**src/rtl/instr_encode_loader.sv**
```systemverilog
// Encodes decoded MIPS instruction fields into 32-bit words and streams them
// into consecutive instruction-memory addresses through a registered write port.
module instr_encode_loader #(
  parameter int ADDR_W = 8,
  parameter int DEPTH  = 256
) (
  input  logic              clk,
  input  logic              rst_n,
  input  logic              clear,
  input  logic              in_valid,
  output logic              in_ready,
  input  logic [3:0]        op_sel,
  input  logic [4:0]        rs,
  input  logic [4:0]        rt,
  input  logic [4:0]        rd,
  input  logic [4:0]        shamt,
  input  logic [5:0]        funct,
  input  logic [25:0]       imm,
  output logic              imem_we,
  output logic [ADDR_W-1:0] imem_addr,
  output logic [31:0]       imem_wdata,
  output logic [ADDR_W:0]   count,
  output logic              full,
  output logic              err_illegal
);

  // Handshake: a bundle transfers on a rising edge where in_valid and in_ready
  // are both high; while in_ready is low the source holds the bundle unchanged.

  localparam logic [3:0] OP_RTYPE = 4'd0;
  localparam logic [3:0] OP_LW    = 4'd1;
  localparam logic [3:0] OP_SW    = 4'd2;
  localparam logic [3:0] OP_ADDI  = 4'd3;
  localparam logic [3:0] OP_J     = 4'd4;
  localparam logic [3:0] OP_JAL   = 4'd5;
  localparam logic [3:0] OP_JR    = 4'd6;
  localparam logic [3:0] OP_BEQ   = 4'd7;
  localparam logic [3:0] OP_BNE   = 4'd8;

  localparam logic [ADDR_W:0] LP_DEPTH = (ADDR_W+1)'(DEPTH);
  localparam logic [ADDR_W:0] LP_ONE   = (ADDR_W+1)'(1);

  logic              r_we;
  logic [ADDR_W-1:0] r_addr;
  logic [31:0]       r_wdata;
  logic [ADDR_W:0]   r_count;
  logic              r_err;

  logic              w_full;
  logic              w_ready;
  logic              w_accept;
  logic              w_legal;
  logic [31:0]       w_enc;
  logic [ADDR_W-1:0] w_ptr;

  assign w_full   = (r_count == LP_DEPTH);
  assign w_ready  = ~w_full & ~clear;
  assign w_accept = in_valid & w_ready;
  // The pointer always equals the number of words written; full blocks wrap.
  assign w_ptr    = r_count[ADDR_W-1:0];

  always_comb begin
    w_enc   = 32'h0;
    w_legal = 1'b1;
    case (op_sel)
      OP_RTYPE: w_enc = {6'h00, rs, rt, rd, shamt, funct};
      OP_LW:    w_enc = {6'h23, rs, rt, imm[15:0]};
      OP_SW:    w_enc = {6'h2B, rs, rt, imm[15:0]};
      OP_ADDI:  w_enc = {6'h08, rs, rt, imm[15:0]};
      OP_J:     w_enc = {6'h02, imm};
      OP_JAL:   w_enc = {6'h03, imm};
      OP_JR:    w_enc = {6'h00, rs, 15'h0, 6'h08};
      OP_BEQ:   w_enc = {6'h04, rs, rt, imm[15:0]};
      OP_BNE:   w_enc = {6'h05, rs, rt, imm[15:0]};
      default:  w_legal = 1'b0;
    endcase
  end

  always_ff @(posedge clk or negedge rst_n) begin
    if (!rst_n) begin
      r_we    <= 1'b0;
      r_addr  <= '0;
      r_wdata <= 32'h0;
      r_count <= '0;
      r_err   <= 1'b0;
    end else if (clear) begin
      r_we    <= 1'b0;
      r_count <= '0;
      r_err   <= 1'b0;
    end else begin
      r_we <= w_accept & w_legal;
      if (w_accept & w_legal) begin
        r_addr  <= w_ptr;
        r_wdata <= w_enc;
        r_count <= r_count + LP_ONE;
      end
      // Illegal selects still complete the handshake but only flag the error.
      if (w_accept & ~w_legal) begin
        r_err <= 1'b1;
      end
    end
  end

  assign in_ready    = w_ready;
  assign imem_we     = r_we;
  assign imem_addr   = r_addr;
  assign imem_wdata  = r_wdata;
  assign count       = r_count;
  assign full        = w_full;
  assign err_illegal = r_err;

endmodule

```
**config.mk**
```make
export PLATFORM = sky130hd
export DESIGN_NAME = instr_encode_loader
export DESIGN_NICKNAME = d
export VERILOG_FILES = /design/src/rtl/instr_encode_loader.sv
export SDC_FILE = /design/constraint.sdc
export NUM_CORES = 1
export LEC_CHECK = 0
export BUFFER_PORTS_ARGS = -buffer_cell sky130_fd_sc_hd__buf_2
export CORE_MARGIN = 4
export CORE_UTILIZATION = 40
export CTS_BUF_LIST = sky130_fd_sc_hd__clkbuf_4 sky130_fd_sc_hd__clkbuf_8 sky130_fd_sc_hd__clkbuf_16
export CTS_CLUSTER_SIZE = 40
export DETAILED_ROUTE_END_ITERATION = 7
export GPL_TIMING_DRIVEN = 0
export PLACE_DENSITY = 0.69
export SLEW_MARGIN = 30
export SYNTH_ARGS = -nofsm -noshare
export SYNTH_HDL_FRONTEND = slang
export SYNTH_SLANG_ARGS = --single-unit
export TNS_END_PERCENT = 100
```
**constraint.sdc**
```tcl
create_clock -name clk -period 4.5 [get_ports clk]
set_input_delay 0.45 -clock clk [delete_from_list [all_inputs] [get_ports clk]]
set_output_delay 0.45 -clock clk [all_outputs]
set_load 0.005 [all_outputs]
```
-- Word level (Yosys, flattened, before mapping)
Cells that the tools add are included.
- register bits after elaboration: 51
- add/sub/neg operators: 1
- muxes and demuxes: 7
- equality and inequality tests: 9
- bitwise logic cells: 7
- reduce and logical (&&, ||, !) cells: 5
- operator list (operator ; count):
    $pmux W32 S9 ; 1
    $mux W9 ; 2
    $eq A4 B3 Y1 const B ; 4
    $add A9 B1 Y9 const B ; 1
    $eq A9 B9 Y1 const B ; 1
    $reduce_or A9 Y1 ; 1
    $eq A4 B2 Y1 const B ; 2
    $and A1 B1 Y1 ; 4
    $eq A4 B1 Y1 const B ; 1
    $eq A4 B4 Y1 const B ; 1
    $logic_not A4 Y1 ; 1
    $mux W1 ; 4
    $reduce_bool A2 Y1 ; 2
    $not A1 Y1 ; 3
    $reduce_and A2 Y1 ; 1

-- Logic depth before layout (Yosys ltp)
- word-level depth: 7
- gate-level depth with buffers: 7
- mapped depth without buffers: 7

-- Worst setup path after synthesis
Ideal clock, no wire load.
- path type: input-to-reg
- from: in op_sel[2]
- to: reg r_addr[0] (netlist: imem_addr[0])
- path buffers: 2
- arrival time: 1902 ps
- required time: 4375 ps
- setup time: 125 ps
- slack: 2473 ps
- cell stages on the path: 5
- path through: buf_2 o31a_1 a2111oi_4 buf_4 mux2_2
- cells in the longest elaborated chain, start to end: 5
- elaborated cells between the ends (all ways): 13
- those cells by class: eq/ne (8); mux (1); bitwise (1); reduce/logical (3)
- RTL lines (item ; RTL line ; RTL):
    start, declared ; 12 ; input logic [3:0] op_sel,
    $eq A4 B4 Y1, or another cell as far along ; 65 ; case (op_sel)
    $reduce_or A9 Y1 (no line) * ; -- ;
    $mux W1 * ; 65 ;
    $and A1 B1 Y1 * ; 92 ; if (w_accept & w_legal) begin
    $reduce_and A2 Y1 (no line) * ; -- ;
    end signal, assigned ; 93 ; r_addr <= w_ptr;
    end, declared ; 44 ; logic [ADDR_W-1:0] r_addr;
Mark *: on every way between the ends. The rest lies on a longest branch, timed or not.
A chain may end at the register's enable or synchronous reset.

-- Worst setup path after layout
- from: reg r_count[0] (netlist: count[0])
- to: out in_ready
- cells in the longest elaborated chain, start to end: 3
- RTL lines (item ; RTL line ; RTL):
    start, declared ; 46 ; logic [ADDR_W:0] r_count;
    start signal, assigned ; 95 ; r_count <= r_count + LP_ONE;
    $eq A9 B9 Y1 ; 56 ; assign w_full = (r_count == LP_DEPTH);
    $not A1 Y1 ; 57 ; assign w_ready = ~w_full & ~clear;
    $and A1 B1 Y1 ; 57 ;
    end, declared ; 11 ; output logic in_ready,
No other way between the ends.

==> out/metrics.json <==
{
  "grt_pass1_wl": {"value": 13100, "unit": "µm"},
  "hold_class": {"value": "primary input to async pin"},
  "layout_overhead_on_the_synthesized_area": {"value": 27.4, "unit": "%"},
  "syn_area": {"value": 2710, "unit": "µm²"},
  "clock_sinks": {"value": 50},
  "cts_resized": {"value": 0},
  "maximum_number_of_pins_on_one_net_before_global_route_repair": {"value": 51},
  "clk-insertion-delay-late": {"value": 0.31, "unit": "ns"},
  "netlist_instances": {"value": 291},
  "multi_input_comb_area": {"value": 1320, "unit": "µm²"},
  "synth_cell_type_count": {"value": 39},
  "avgSynthCellArea": {"value": 9.31, "unit": "µm²"},
  "fin_cells": {"value": 485},
  "start_util": {"value": 41.9, "unit": "%"},
  "power.ir.vdd_worst": {"value": 0.137, "unit": "mV"},
  "postCtsSetupRepairBufs": {"value": 0},
  "numCtsBuffers": {"value": 5},
  "route.vias.total": {"value": 2633},
  "first_global_vias": {"value": 2699},
  "drt_first_iter_violations": {"value": 189},
  "tns": {"value": 0, "unit": "ns"},
  "cap_viol_max_count": {"value": 0},
  "fillerInstances": {"value": 629},
  "grt_setup_unrepaired": {"value": "false"},
  "endpoint_of_the_lowest_slack_register_to_register_path": {"value": "imem_wdata[16]"},
  "cell_repeated_most_along_the_worst_path": {"value": "sky130_fd_sc_hd__inv_1"},
  "final-setup-viol-count": {"value": 0},
  "post-route-min-period": {"value": 2.53, "unit": "ns"},
  "crit_start": {"value": "count[0]"},
  "grt_antenna_before_repair": {"value": 0},
  "post_dr_vias_cell": {"value": 5.43},
  "dp.final_hpwl": {"value": 5790, "unit": "µm"},
  "fin_nets": {"value": 469},
  "antenna-diode-count": {"value": 0},
  "report.final.slew_viol_count": {"value": 0},
  "rr_worst_depth": {"value": 7},
  "crit_slowest_cell": {"value": "sky130_fd_sc_hd__nor4bb_1"},
  "cp-start-kind": {"value": "register"},
  "clkTransAtPathRegs": {"value": 0.11, "unit": "ns"},
  "r2r_start": {"value": "count[0]"},
  "power_density": {"value": 304, "unit": "nW/µm²"},
  "port_buffers": {"value": 109},
  "globalRouteOverflowTotal": {"value": 0},
  "dieHeight": {"value": 90.3, "unit": "µm"},
  "clock.fmax": {"value": 395, "unit": "MHz"},
  "yosys.area.top_type": {"value": "sky130_fd_sc_hd__dfrtp_1"},
  "route.antenna.remaining_nets": {"value": 0},
  "dieWidth": {"value": 90.3, "unit": "µm"},
  "boundaryPins": {"value": 113},
  "synth.net_count": {"value": 353},
  "worst_path_dominant_cell_family": {"value": "simple AND/OR/NAND/NOR gates"},
  "floorplan.die_area": {"value": 8150, "unit": "µm²"},
  "yosys_register_bits": {"value": 50},
  "routed_wirelength": {"value": 7790, "unit": "µm"},
  "postSynth.asyncResetShare": {"value": 100, "unit": "%"},
  "regToRegSetupSlack": {"value": 2.35, "unit": "ns"},
  "ys_seq_area_share": {"value": 46.2, "unit": "%"},
  "clock-root-buffer": {"value": "sky130_fd_sc_hd__clkbuf_8"},
  "worstPathRequired": {"value": 4.05, "unit": "ns"},
  "p_leak": {"value": 1.62, "unit": "nW"},
  "worst_case_hold_slack": {"value": 0.151, "unit": "ns"},
  "synth.area.top_cells": {"value": "sky130_fd_sc_hd__dfrtp_1, sky130_fd_sc_hd__a22oi_1, sky130_fd_sc_hd__nor2_1"},
  "cp_num_buf_inv": {"value": 3},
  "worst_clock_skew": {"value": 0.0204, "unit": "ns"},
  "globalplace.congestion": {"value": 0.815},
  "yosysWarningCount": {"value": 0},
  "slowest_delay": {"value": 0.52, "unit": "ns"},
  "synth_largest_type_area_fraction": {"value": 46.2, "unit": "%"},
  "grt.total_usage": {"value": 19.3, "unit": "%"},
  "drc_errors": {"value": 0},
  "worstPathMaxFanout": {"value": 6},
  "timing.final.crit_share": {"value": 56.3, "unit": "%"},
  "dr.pass1.iters": {"value": 5},
  "maxSlewHeadroom": {"value": 47.6, "unit": "%"},
  "clockBufferDepth": {"value": 2},
  "final_hold_viol_count": {"value": 0},
  "dpl.cell_count": {"value": 477},
  "endpoint_kind": {"value": "output port"},
  "seq_area": {"value": 1250, "unit": "µm²"},
  "routed_wirelength_normalized_by_instance_count": {"value": 16.1, "unit": "µm"},
  "cts.htree.levels": {"value": 2},
  "std_cell_core_area": {"value": 6460, "unit": "µm²"},
  "postSynth.topFlopCell": {"value": "sky130_fd_sc_hd__dfrtp_1"},
  "synth_edf_count": {"value": 0},
  "worst_slew_pin_slew": {"value": 0.779, "unit": "ns"},
  "hold_buffers": {"value": 0},
  "timing.setup.critical_path_class": {"value": "register to output port"},
  "critical_path_arrival": {"value": 2.08, "unit": "ns"},
  "run_status": {"value": "finished clean"},
  "final_layout_size_suffix_gt1_share": {"value": 34.6, "unit": "%"},
  "placementRows": {"value": 29},
  "cts_tree": {"value": "done"},
  "critical_path.cell_chain": {"value": "inv_1, ha_1, nor4bb_1, nand2_1, inv_1, nor2_1, buf_2"}
}
synth_stat cells, drive strengths merged, types with 2 or more instances:
| cell | instances |
|---|---|
| mux2 | 11 |
| and2 | 2 |
| o21a | 2 |
| a21oi | 14 |
| nand2b | 2 |
| and3 | 3 |
| nor2b | 2 |
| nand4 | 5 |
| a22oi | 25 |
| a31oi | 4 |
| nand2 | 19 |
| o21ai | 3 |
| a41oi | 15 |
| o31ai | 2 |
| clkbuf | 13 |
| xor2 | 7 |
| nor3 | 5 |
| xnor2 | 2 |
| nor2 | 39 |
| or3 | 16 |
| nand3 | 17 |
| o2111ai | 2 |
| dfrtp | 50 |
| buf | 12 |
| inv | 6 |
| ha | 2 |
placed cells by master (no fill, tap or decap), types with 4 or more instances in the layout:
| cell type | instances |
|---|---|
| sky130_fd_sc_hd__or3_1 | 16 |
| sky130_fd_sc_hd__inv_1 | 6 |
| sky130_fd_sc_hd__nor2_1 | 39 |
| sky130_fd_sc_hd__a21oi_1 | 14 |
| sky130_fd_sc_hd__mux2_2 | 11 |
| sky130_fd_sc_hd__a31oi_1 | 4 |
| sky130_fd_sc_hd__xor2_1 | 7 |
| sky130_fd_sc_hd__nand3_1 | 17 |
| sky130_fd_sc_hd__nor3_1 | 4 |
| sky130_fd_sc_hd__nand4_1 | 5 |
| sky130_fd_sc_hd__nand2_1 | 19 |
| sky130_fd_sc_hd__clkbuf_8 | 5 |
| sky130_fd_sc_hd__dfrtp_1 | 50 |
| sky130_fd_sc_hd__a22oi_1 | 25 |
| sky130_fd_sc_hd__buf_4 | 4 |
| sky130_fd_sc_hd__buf_2 | 115 |
| sky130_fd_sc_hd__a41oi_1 | 15 |
| sky130_fd_sc_hd__clkbuf_1 | 13 |
per-stage QoR:
| step | util [%] | setup slack, ns | power, W | instance area (µm²) |
|---|---|---|---|---|
| after floorplan | - | 2.47 | 0.000660 | 2710 |
| after global placement | 51.9 | 2.00 | 0.000782 | 3350 |
| after detailed placement | 52.0 | 2.14 | 0.000788 | 3360 |
| after CTS | 53.4 | 1.99 | 0.00106 | 3450 |
| after global routing | 53.4 | 1.89 | 0.00111 | 3450 |
| final | 53.4 | 1.97 | 0.00105 | 3450 |
registers in the layout (all words and copies together), names as in the netlist:
register and count:
err_illegal 1, count 9, imem_we 1, imem_wdata 31, imem_addr 8
cell type report:
class | instances | share of cell area [%]
timing repair buffer | 109 | 15.9
clock inverter | 3 | 0.689
sequential | 50 | 36.3
clock buffer | 5 | 1.99
buffer | 25 | 3.30
tap | 77 | 2.79
inverter | 7 | 0.761
multi-input combinational | 209 | 38.3
cell families after synthesis:
family	Yosys count	share of synthesized area, %
xor+xnor	9	2.91
flops	50	46.2
compound gates	71	19.5
simple gates	115	20.6
buf+inv	32	5.17
other cells	1	0.138
fa+ha+maj	2	0.924
mux	11	4.57
report_power, final:
group	internal (W)	switching [W]	total [W]
Sequential	0.000504	0.0000285	0.000532
Clock	0.000111	0.000161	0.000272
Combinational	0.000115	0.000129	0.000244
metal layers:
layer	track usage, %	up-vias	wire (µm)
met5	0	-	0
met4	4.08	0	88
met3	3.92	7	481
met2	32.4	93	3820
met1	25.8	1235	3410
li1	-	1298	-
worst max path at each step:
stage	end	slack, ns	cells past startpoint
floorplan	imem_addr[0]	2.47	5
global placement	imem_wdata[19]	2.00	6
detailed placement	imem_wdata[7]	2.14	7
CTS	in_ready	1.99	7
global route	in_ready	1.89	7
finish	in_ready	1.97	7
Note: power is estimated with default switching activity, not from simulation.
